### config.mk
export PLATFORM = sky130hd
export DESIGN_NAME = icache_flat
export DESIGN_NICKNAME = d
export VERILOG_FILES = /design/src/rtl/cpu_defs.sv /design/src/rtl/icache_if.sv /design/src/rtl/icache_array.sv /design/src/rtl/icache.sv /design/src/flat_wrapper.sv
export SDC_FILE = /design/constraint.sdc
export NUM_CORES = 1
export LEC_CHECK = 0
export BUFFER_PORTS_ARGS = -buffer_cell sky130_fd_sc_hd__buf_2
export CORE_MARGIN = 1.5
export CORE_UTILIZATION = 55
export CTS_CLUSTER_SIZE = 14
export DETAILED_ROUTE_END_ITERATION = 16
export PLACE_DENSITY_LB_ADDON = 0.2
export SLEW_MARGIN = 40
export SYNTH_ARGS = -nofsm -noshare
export SYNTH_HDL_FRONTEND = slang
export SYNTH_HIERARCHICAL = 1
export SYNTH_SLANG_ARGS = --single-unit
### constraint.sdc
create_clock -name clk_in -period 12.2 [get_ports clk_in]
set_clock_uncertainty 0.1 [all_clocks]
set_input_delay 2.44 -clock clk_in [delete_from_list [all_inputs] [get_ports clk_in]]
set_output_delay 2.44 -clock clk_in [all_outputs]
set_load 0.01 [all_outputs]
### src/rtl/cpu_defs.sv
// Shared CPU definitions: data width and the instruction-cache FSM encoding.
// No ports; imported by icache_if, icache_array and icache.
package cpu_defs;

  localparam int XLEN = 32;

  typedef enum logic [1:0] {
    IDLE  = 2'd0,
    REQ   = 2'd1,
    WAIT  = 2'd2,
    DRAIN = 2'd3
  } icache_state_e;

endpackage

### src/rtl/icache_if.sv
// Instruction-cache bus: the CPU fetch side plus the refill (insfetch) side.
// slave  : the cache (consumes fetch requests, issues refill tasks)
// master : the environment (CPU front end + memory refill engine)
interface icache_if;
  import cpu_defs::*;

  logic            fetch_req;
  logic [XLEN-1:0] fetch_addr;
  logic            fetch_ready;
  logic            fetch_valid;
  logic [XLEN-1:0] fetch_ins;

  logic            try_start_insfetch_task;
  logic [XLEN-1:0] insfetch_addr;
  logic            insfetch_task_accepted;
  logic            insfetch_task_done;
  logic [XLEN-1:0] insfetch_ins_full;

  modport slave (
    input  fetch_req, fetch_addr, insfetch_task_accepted, insfetch_task_done, insfetch_ins_full,
    output fetch_ready, fetch_valid, fetch_ins, try_start_insfetch_task, insfetch_addr
  );

  modport master (
    output fetch_req, fetch_addr, insfetch_task_accepted, insfetch_task_done, insfetch_ins_full,
    input  fetch_ready, fetch_valid, fetch_ins, try_start_insfetch_task, insfetch_addr
  );
endinterface

### src/rtl/icache_array.sv
// Tag/valid/data storage for the direct-mapped instruction cache.
// Combinational read port, synchronous write port. Only the valid bits are
// reset; tags and data come up undefined and are masked by valid.
// Ports: clk_in, rst_in (async active-low), i_rd_idx -> o_rd_valid/o_rd_tag/
// o_rd_data, i_we/i_wr_idx/i_wr_tag/i_wr_data (write sets valid).
module icache_array
  import cpu_defs::*;
#(
  parameter int LINE_CNT = 16,
  parameter int IDX_W    = 4,
  parameter int TAG_W    = 26
) (
  input  logic             clk_in,
  input  logic             rst_in,
  input  logic [IDX_W-1:0] i_rd_idx,
  output logic             o_rd_valid,
  output logic [TAG_W-1:0] o_rd_tag,
  output logic [XLEN-1:0]  o_rd_data,
  input  logic             i_we,
  input  logic [IDX_W-1:0] i_wr_idx,
  input  logic [TAG_W-1:0] i_wr_tag,
  input  logic [XLEN-1:0]  i_wr_data
);

  logic [LINE_CNT-1:0] r_valid;
  logic [TAG_W-1:0]    r_tag  [LINE_CNT];
  logic [XLEN-1:0]     r_data [LINE_CNT];

  always_ff @(posedge clk_in or negedge rst_in) begin
    if (!rst_in) begin
      r_valid <= '0;
    end else if (i_we) begin
      r_valid[i_wr_idx] <= 1'b1;
    end
  end

  always_ff @(posedge clk_in) begin
    if (i_we) begin
      r_tag[i_wr_idx]  <= i_wr_tag;
      r_data[i_wr_idx] <= i_wr_data;
    end
  end

  assign o_rd_valid = r_valid[i_rd_idx];
  assign o_rd_tag   = r_tag[i_rd_idx];
  assign o_rd_data  = r_data[i_rd_idx];

endmodule

### src/rtl/icache.sv
// Direct-mapped, one-word-per-line instruction cache with a single
// outstanding refill.
// Ports: clk_in, rst_in (async active-low), rdy_in (global stall, low freezes
// everything), flush_pipline (discard in-flight response), bus (icache_if
// slave: fetch request/response and refill task handshake).
// Optional build macro ICACHE_PERF_EN adds hit_count/miss_count outputs.
//
// state | meaning
// IDLE  | ready for a fetch; hits answered next cycle
// REQ   | refill task offered, waiting for acceptance
// WAIT  | refill accepted, waiting for the word
// DRAIN | refill flushed, still owed a done; fill line but do not respond
module icache
  import cpu_defs::*;
#(
  parameter int LINE_CNT = 16
) (
  input  logic        clk_in,
  input  logic        rst_in,
  input  logic        rdy_in,
  input  logic        flush_pipline,
  icache_if.slave     bus
`ifdef ICACHE_PERF_EN
  ,
  output logic [31:0] hit_count,
  output logic [31:0] miss_count
`endif
);

  localparam int IDX_W = $clog2(LINE_CNT);
  localparam int TAG_W = XLEN - IDX_W - 2;

  icache_state_e   r_state;
  logic            r_fetch_valid;
  logic [XLEN-1:0] r_fetch_ins;
  logic            r_try_start;
  logic [XLEN-1:0] r_insfetch_addr;

  logic [IDX_W-1:0] w_req_idx;
  logic [TAG_W-1:0] w_req_tag;
  logic             w_rd_valid;
  logic [TAG_W-1:0] w_rd_tag;
  logic [XLEN-1:0]  w_rd_data;
  logic             w_hit;
  logic             w_accept;
  logic             w_fill;
  logic             w_unused_lsb;

  assign w_req_idx    = bus.fetch_addr[IDX_W+1:2];
  assign w_req_tag    = bus.fetch_addr[XLEN-1:IDX_W+2];
  assign w_unused_lsb = ^bus.fetch_addr[1:0];

  assign bus.fetch_ready             = (r_state == IDLE);
  assign bus.fetch_valid             = r_fetch_valid;
  assign bus.fetch_ins               = r_fetch_ins;
  assign bus.try_start_insfetch_task = r_try_start;
  assign bus.insfetch_addr           = r_insfetch_addr;

  assign w_hit    = w_rd_valid && (w_rd_tag == w_req_tag);
  assign w_accept = rdy_in && bus.fetch_req && (r_state == IDLE) && !flush_pipline;

  // The fill address is the held refill address, so a flush never loses
  // track of which line the outstanding done belongs to.
  assign w_fill = rdy_in && bus.insfetch_task_done &&
                  (((r_state == REQ) && bus.insfetch_task_accepted) ||
                   (r_state == WAIT) || (r_state == DRAIN));

  icache_array #(
    .LINE_CNT (LINE_CNT),
    .IDX_W    (IDX_W),
    .TAG_W    (TAG_W)
  ) u_array (
    .clk_in     (clk_in),
    .rst_in     (rst_in),
    .i_rd_idx   (w_req_idx),
    .o_rd_valid (w_rd_valid),
    .o_rd_tag   (w_rd_tag),
    .o_rd_data  (w_rd_data),
    .i_we       (w_fill),
    .i_wr_idx   (r_insfetch_addr[IDX_W+1:2]),
    .i_wr_tag   (r_insfetch_addr[XLEN-1:IDX_W+2]),
    .i_wr_data  (bus.insfetch_ins_full)
  );

  always_ff @(posedge clk_in or negedge rst_in) begin
    if (!rst_in) begin
      r_state         <= IDLE;
      r_fetch_valid   <= 1'b0;
      r_fetch_ins     <= '0;
      r_try_start     <= 1'b0;
      r_insfetch_addr <= '0;
    end else if (rdy_in) begin
      r_fetch_valid <= 1'b0;
      case (r_state)
        IDLE: begin
          if (w_accept) begin
            if (w_hit) begin
              r_fetch_valid <= 1'b1;
              r_fetch_ins   <= w_rd_data;
            end else begin
              r_state         <= REQ;
              r_try_start     <= 1'b1;
              r_insfetch_addr <= {bus.fetch_addr[XLEN-1:2], 2'b00};
            end
          end
        end
        REQ: begin
          if (bus.insfetch_task_accepted) begin
            r_try_start <= 1'b0;
            if (bus.insfetch_task_done) begin
              r_state <= IDLE;
              if (!flush_pipline) begin
                r_fetch_valid <= 1'b1;
                r_fetch_ins   <= bus.insfetch_ins_full;
              end
            end else begin
              // Memory owns the task now, so a flush must still wait for done.
              r_state <= flush_pipline ? DRAIN : WAIT;
            end
          end else if (flush_pipline) begin
            r_try_start <= 1'b0;
            r_state     <= IDLE;
          end
        end
        WAIT: begin
          if (bus.insfetch_task_done) begin
            r_state <= IDLE;
            if (!flush_pipline) begin
              r_fetch_valid <= 1'b1;
              r_fetch_ins   <= bus.insfetch_ins_full;
            end
          end else if (flush_pipline) begin
            r_state <= DRAIN;
          end
        end
        DRAIN: begin
          if (bus.insfetch_task_done) begin
            r_state <= IDLE;
          end
        end
        default: r_state <= IDLE;
      endcase
    end
  end

`ifdef ICACHE_PERF_EN
  always_ff @(posedge clk_in or negedge rst_in) begin
    if (!rst_in) begin
      hit_count  <= '0;
      miss_count <= '0;
    end else if (w_accept) begin
      if (w_hit) begin
        hit_count <= hit_count + 32'd1;
      end else begin
        miss_count <= miss_count + 32'd1;
      end
    end
  end
`endif

endmodule

### src/flat_wrapper.sv
// flat-port wrapper written by rule: the top's interface ports become plain ports
module icache_flat import cpu_defs::*;
#(
  parameter int LINE_CNT = 16
)
  (clk_in, rst_in, rdy_in, flush_pipline, bus_fetch_req, bus_fetch_addr, bus_insfetch_task_accepted, bus_insfetch_task_done, bus_insfetch_ins_full, bus_fetch_ready, bus_fetch_valid, bus_fetch_ins, bus_try_start_insfetch_task, bus_insfetch_addr);
  icache_if bus_i ();
  input  logic clk_in;
  input  logic rst_in;
  input  logic rdy_in;
  input  logic flush_pipline;
  input wire logic [$bits(bus_i.fetch_req)-1:0] bus_fetch_req;
  input wire logic [$bits(bus_i.fetch_addr)-1:0] bus_fetch_addr;
  input wire logic [$bits(bus_i.insfetch_task_accepted)-1:0] bus_insfetch_task_accepted;
  input wire logic [$bits(bus_i.insfetch_task_done)-1:0] bus_insfetch_task_done;
  input wire logic [$bits(bus_i.insfetch_ins_full)-1:0] bus_insfetch_ins_full;
  output wire logic [$bits(bus_i.fetch_ready)-1:0] bus_fetch_ready;
  output wire logic [$bits(bus_i.fetch_valid)-1:0] bus_fetch_valid;
  output wire logic [$bits(bus_i.fetch_ins)-1:0] bus_fetch_ins;
  output wire logic [$bits(bus_i.try_start_insfetch_task)-1:0] bus_try_start_insfetch_task;
  output wire logic [$bits(bus_i.insfetch_addr)-1:0] bus_insfetch_addr;
  assign bus_i.fetch_req = bus_fetch_req;
  assign bus_i.fetch_addr = bus_fetch_addr;
  assign bus_i.insfetch_task_accepted = bus_insfetch_task_accepted;
  assign bus_i.insfetch_task_done = bus_insfetch_task_done;
  assign bus_i.insfetch_ins_full = bus_insfetch_ins_full;
  assign bus_fetch_ready = bus_i.fetch_ready;
  assign bus_fetch_valid = bus_i.fetch_valid;
  assign bus_fetch_ins = bus_i.fetch_ins;
  assign bus_try_start_insfetch_task = bus_i.try_start_insfetch_task;
  assign bus_insfetch_addr = bus_i.insfetch_addr;
  icache #(.LINE_CNT(LINE_CNT)) u_core (.clk_in(clk_in), .rst_in(rst_in), .rdy_in(rdy_in), .flush_pipline(flush_pipline), .bus(bus_i));
endmodule
==> flow_summary.toml, run 1 <==
[sta]
finalHoldViolCount = 0
fin_crit_sh_pct = 53.7
setup_viol_count_final = 0
maxSlewHeadroom_pct = 43.0
finalCriticalPeriod_ns = 6.55
max_freq_ghz = 0.153
grt_setup_unrepaired = "false"
setup_slack_ns = 5.65
tightest_slew_ns = 0.855
fin_tns_setup_ns = 0
slew_viol_final = 0

[floorplanning]
die_x_um = 269
dieHeight_um = 269
ios = 138
die_area_mm2 = 0.0722
initial_core_util_pct = 55.5
core_mm2 = 0.0699
std_cell_rows = 97

[pwr]
p_int_mw = 6.29
vdd_drop_max_mv = 0.136
seq_power_share_pct = 53.7
leakage_nw = 14.5
switching_share_pct = 24.2
switchingPower_mw = 2.01
power_density_mw_per_mm2 = 189
pwr-share-clk_pct = 34.5
p_comb_share_pct = 11.8

[clock_tree]
cts_made_buffers = 98
clock-sinks = 1010
post_cts.repair.setup_buffers = 0
cts_resized = 0
clock_latency_ns = 0.65
clkTransAtPathRegs_ns = 0.06
htree_levels = 3
clockBufferDepth = 3
cts_tree = "yes"
cts.hold.buffers_added = 0
cts_root_buf = "clkbuf_16"

[detailed_routing]
drcViolationCount = 0
dr.pass1.iters = 5
drt_first_iter_violations = 1637
routedWlPerCell_um = 29.0
wl_um = 85100
vias = 18300
via_per_inst = 6.22
ant_nets = 0

[place]
place_congestion = 0.749
port_buffers = 133
post-place-ws_ns = 4.61
dp_hpwl_um = 41900

[critical_path]
critical_path_buf_inv_count = 5
cp_max_fo = 61
path_cells = "buf_8, buf_12, buf_16, buf_16, mux4_2, a22oi_1, nand2_1, xnor2_1, nand4_1, nor4_2, and3_2, a21oi_4, buf_4, mux2_4"
worst-r2r-setup-slack_ns = 8.08
start_kind = "primary input"
cpMaxStageDelayCell = "mux4_2"
end_kind = "flop"
cp.arrival_ns = 6.95
crit_top_cell = "buf_16"
cp_top_family = "buffers and inverters"
reg2regPathDepth = 7
crit_type = "in -> reg"
path_depth = 14
crit_path_max_incr_delay_ns = 0.54
rr_endpoint = "u_core/u_array/r_data[1][13]"
r2r-start = "u_core/r_state[1]"
required_ns = 12.61

[synth]
yosysTopAreaCell = "edfxtp_1"
ys_ff_latch = 1010
yosysWarnings = 6
ys_types = 39
post-synth-top-count-cell = "edfxtp_1"
avgSynthCellArea_um2 = 22.4
synthTopCellsByCount = "edfxtp_1 (928), mux4_2 (236), a22oi_1 (118), dfrtp_1 (82), nand2_1 (63)"
synthCells = 1732
synth_top_area_share_pct = 71.8
netlist_area_mm2 = 0.0388
ys_async_sr_fraction_pct = 8.12
seq_area_frac_synth_pct = 77.1
yosys_most_used_dff = "edfxtp_1"
synth_edf_count = 928
synthTopCellsByArea = "edfxtp_1 (72%), mux4_2 (14%), dfrtp_1 (5.3%), a22oi_1 (2.3%), mux2_2 (1.8%)"

[layout]
final.fill_count = 4739
area_growth_syn_to_layout_pct = 13.1
fin_nets = 1991
drive_gt1_share_pct = 34.0

[hold_path]
worstHoldStart = "u_core/u_array/r_valid[2]"
hold_depth = 1
holdCritPathClass = "reg -> reg"
min_to = "u_core/u_array/r_valid[2]"

[global_routing]
grt_pass1_vias = 19000
gr-usage-met3_pct = 3.71
antenna_found_initial = 3
grtUsageTotal_pct = 24.1
grt_util_met2_pct = 39.3
gr-usage-met1_pct = 34.3
grt_start_max_net_pins = 124
gr-total-overflow = 0
grt_pass1_wl_um = 125000
busiest_layer = "met2"

[job]
max_cap_violations = 0

[outcome]
status = "completed"
[cell families (layout without fill, tap and decap cells)]
family / count (synthesis) / after routing / share of synthesized area [%]
other: 1 / 3 / 0.00966
AO/OA/AOI/OAI: 132 / 132 / 2.52
multiplexers: 332 / 332 / 16.8
buffers and inverters: 97 / 361 / 1.28
AND/OR/NAND/NOR: 128 / 128 / 1.56
adder cells (fa/ha/maj): 6 / 6 / 0.193
XOR/XNOR: 26 / 26 / 0.587
flip-flops: 1010 / 1010 / 77.1
[power groups by stage]
stage          registers, mW  logic, mW  clock network [mW]
3_5_place_dp            4.53      0.981                   0
4_1_cts                 4.46      0.985                2.92
5_1_grt                 4.49       1.05                3.06
2_1_floorplan           4.49      0.571                   0
6_report                4.45      0.977                2.87
3_3_place_gp            4.49      0.958                   0
[how the worst max path moves through the flow]
stage / to / slack [ns] / from
6_report: u_core/bus.fetch_ins[24] / 5.65 / bus_fetch_addr[2]
2_1_floorplan: u_core/u_array/r_valid[0] / 4.28 / bus_insfetch_task_accepted
3_3_place_gp: u_core/bus.fetch_ins[23] / 4.78 / bus_fetch_addr[2]
5_1_grt: u_core/bus.fetch_ins[24] / 5.46 / bus_fetch_addr[2]
4_1_cts: u_core/bus.fetch_ins[24] / 5.28 / bus_fetch_addr[2]
3_5_place_dp: u_core/bus.fetch_ins[24] / 4.61 / bus_fetch_addr[2]
[metrics by stage]
step / cells / instance area, um^2 / utilization, % / total power [mW] / hold slack, ns
2_1_floorplan: 1733 / 38800 / - / 5.06 / 0.334
3_3_place_gp: 2747 / 40600 / 58.1 / 5.45 / 0.346
3_5_place_dp: 2751 / 40800 / 58.3 / 5.51 / 0.354
4_1_cts: 2934 / 43800 / 62.7 / 8.36 / 0.368
5_1_grt: 2937 / 43900 / 62.8 / 8.60 / 0.386
6_report: 2938 / 43900 / 62.8 / 8.30 / 0.367
[worst reg2reg max path: stages, from the launching register on]
cell and delay, ns:
dfrtp_1 0.42, inv_1 0.12, ha_1 0.26, a21oi_1 0.16, a21oi_1 0.60, or3b_2 0.63
nor2_4 0.60, buf_4 0.81
[cell usage in the layout (no fill, tap or decap), types with 4 or more instances in the layout]
cell type | netlist | routed
edfxtp_1 | 928 | 928
mux4_2 | 236 | 236
buf_2 | 33 | 130
a22oi_1 | 118 | 118
clkbuf_16 | 0 | 101
dfrtp_1 | 82 | 82
nand2_1 | 63 | 63
mux2_2 | 62 | 62
clkbuf_1 | 45 | 33
mux2_4 | 30 | 30
xnor2_1 | 23 | 23
buf_6 | 11 | 18
clkinv_2 | 0 | 17
or2_2 | 16 | 16
clkinv_1 | 0 | 15
buf_4 | 2 | 13
nor2_4 | 0 | 13
clkbuf_8 | 0 | 9
inv_1 | 6 | 6
nand4_1 | 6 | 6
ha_1 | 6 | 5
a21oi_1 | 4 | 4
nor2_1 | 17 | 4
nor3_1 | 8 | 4
buf_12 | 0 | 4
nor3_2 | 1 | 4
buf_16 | 0 | 4
[sequential cells by signal (all words and copies together) (netlist names)]
| signal | cells |
|---|---|
| u_core/u_array/r_valid | 16 |
| u_core/u_array/r_data | 512 |
| u_core/bus.insfetch_addr | 30 |
| u_core/u_array/r_tag | 416 |
| u_core/bus.fetch_valid | 1 |
| u_core/r_state | 2 |
| u_core/bus.try_start_insfetch_task | 1 |
| u_core/bus.fetch_ins | 32 |
[metal layers]
metal | vias up | wire, um
li1 | 7633 | -
met1 | 9849 | 35000
met2 | 656 | 42400
met3 | 135 | 5600
met4 | 6 | 2040
met5 | - | 34
[cell type report]
class                   instances  area, um^2  area share, %
repair buffers                172        1190           2.70
flip-flops and latches       1010       29900           68.1
inverters                       6        22.5         0.0513
diodes                          1        2.50        0.00570
multi-input cells             626        8550           19.5
clock buffers                 143        2780           6.32
well taps                     940        1180           2.68
clock inverters                40         273          0.621
Note: power is estimated with default switching activity, not from simulation.
==> run 2: changes to the inputs <==
clock period = 5.37 ns   (was 12.2 ns; I/O delays follow)
==> run 2 against run 1 <==
Compared with the run above: combinational power grew 130%; final area grew 1.6%; first-iteration DRC count up 21%; die area is the same; clock power is 150% higher; sequential power up 130%; global-route usage decreased by 0.39 points.
==> flow_summary.toml, run 2 (synthesis gave the netlist of run 1 again) <==
[outcome]
status = "completed"

[critical_path]
required_ns = 5.79
cpMaxStageDelayCell = "nor4_2"
reg2regPathDepth = 11
critical_path_buf_inv_count = 4
end_kind = "flop"
crit_path_max_incr_delay_ns = 0.52
cp_top_family = "simple AND/OR/NAND/NOR gates"
start_kind = "primary input"
cp.arrival_ns = 4.80
crit_top_cell = "buf_12"
path_depth = 13
crit_type = "in -> reg"
path_cells = "buf_8, buf_12, mux4_2, a22oi_1, nand2_1, xnor2_1, nand4_1, nor4_2, and3_2, nor3_4, buf_6, buf_12, mux2_1"
cp_max_fo = 21

[layout]
postLayoutCellArea_mm2 = 0.0446
area_growth_syn_to_layout_pct = 14.9
largest_reg_flops = 512
n_antenna_cell = 0
regArea_mm2 = 0.0299
largest-register = "u_core/u_array/r_data"
mostFrequentLayoutCells = "edfxtp_1 (928), mux4_2 (236), buf_2 (130), a22oi_1 (118), clkbuf_16 (103)"
fin_nets = 2021
multi_input_area_mm2 = 0.00858
final.fill_count = 4648
finalNonFillerCells = 2968
final_common_cell = "edfxtp_1"
drive_gt1_share_pct = 35.9

[clock_tree]
htree_levels = 3
cts_made_buffers = 98
cts.hold.buffers_added = 0
post_cts.repair.setup_buffers = 0
cts_root_buf = "clkbuf_16"
clockBufferDepth = 3
clkTransAtPathRegs_ns = 0.06
cts_tree = "yes"
clock_latency_ns = 0.65
cts_resized = 0
clock-sinks = 1010

[global_routing]
grt_pass1_vias = 19200
antenna_found_initial = 2
grtUsageTotal_pct = 23.8
grt_start_max_net_pins = 61
grt_pass1_wl_um = 123000
gr-total-overflow = 0

[detailed_routing]
dr.pass1.iters = 5
via_per_inst = 6.19
ant_nets = 0
wl_um = 83800
vias = 18400
drcViolationCount = 0
drt_first_iter_violations = 1974
routedWlPerCell_um = 28.2

[place]
dp.cells = 2783
place_area_mm2 = 0.0412
port_buffers = 133
post-place-ws_ns = 0.394
dp_hpwl_um = 44200
place_congestion = 0.736

[pwr]
leakage_nw = 14.9
power_density_mw_per_mm2 = 436
vdd_drop_max_mv = 0.301
power_mw = 19.4

[floorplanning]
std_cell_rows = 97
core_mm2 = 0.0699
initial_core_util_pct = 55.5
ios = 138
die_x_um = 269
die_area_mm2 = 0.0722
dieHeight_um = 269

[sta]
maxSlewHeadroom_pct = 43.5
finalHoldViolCount = 0
fin_tns_setup_ns = 0
fin_crit_sh_pct = 81.6
slew_viol_final = 0
finalCriticalPeriod_ns = 4.38
tightest_slew_ns = 0.847
setup_viol_count_final = 0
setup_slack_ns = 0.988
grt_setup_unrepaired = "false"
max_freq_ghz = 0.228

[job]
max_cap_violations = 0

[hold_path]
holdCritPathClass = "in -> async"
run 2: cell types whose count changed in the layout (fill, tap and decap cells not counted), moves of 3 or more:
cell / change
buf_4: +28
buf_12: +19
buf_6: -13
clkbuf_1: -12
bufinv_16: +8
clkbuf_8: +5
clkinv_1: -5
nor3_2: -4
nor3_4: +4
buf_16: -3
run 2: worst register-to-register path, delay by kind of cell, from the launching register on:
kind	cells	cell delay, ns
XOR/XNOR	1	0.41
AND/OR/NAND/NOR	5	1.39
buffers and inverters	2	0.34
AO/OA/AOI/OAI	1	0.21
multiplexers	2	0.81
flip-flops	1	0.39
run 2: area by class of cell:
class                   instances  share of cell area (%)
flip-flops and latches       1010                    67.1
multi-input cells             626                    19.2
clock buffers                 138                    6.39
repair buffers                202                    3.44
well taps                     940                    2.64
clock inverters                46                    1.15
inverters                       6                  0.0505
run 2: routing by layer:
layer	part of all wire [%]	track usage [%]
met2	49	37.5
met1	42	35.3
met4	1.9	6.33
met3	6.9	3.46
met5	0.0095	0
run 2: worst paths after layout:
kind | startpoint | endpoint | slack (ns)
min in group clk_in | u_core/u_array/r_valid[15] | u_core/u_array/r_valid[15] | 0.36
worst max register to register | u_core/u_array/r_tag[0][23] | u_core/bus.insfetch_addr[13] | 1.62
worst min register to register | u_core/u_array/r_valid[15] | u_core/u_array/r_valid[15] | 0.36
max in group asynchronous | rst_in | u_core/u_array/r_valid[9] | 3.64
worst min-delay path | rst_in | u_core/r_state[0] | 0.33
worst max-delay path | bus_fetch_addr[2] | u_core/bus.insfetch_addr[13] | 0.99
run 2: per-stage QoR:
stage,utilization (%),hold WS (ns)
after floorplan,-,0.334
after global routing,63.8,0.355
after CTS,63.8,0.330
final,63.8,0.330
after global placement,58.8,0.346
after detailed placement,59.0,0.350
run 2: where the power goes:
part / switching [mW] / total (mW) / internal (mW)
clock: 2.84 / 7.06 / 4.22
combinational: 1.15 / 2.23 / 1.08
sequential: 0.618 / 10.1 / 9.51
total: 4.61 / 19.4 / 14.8
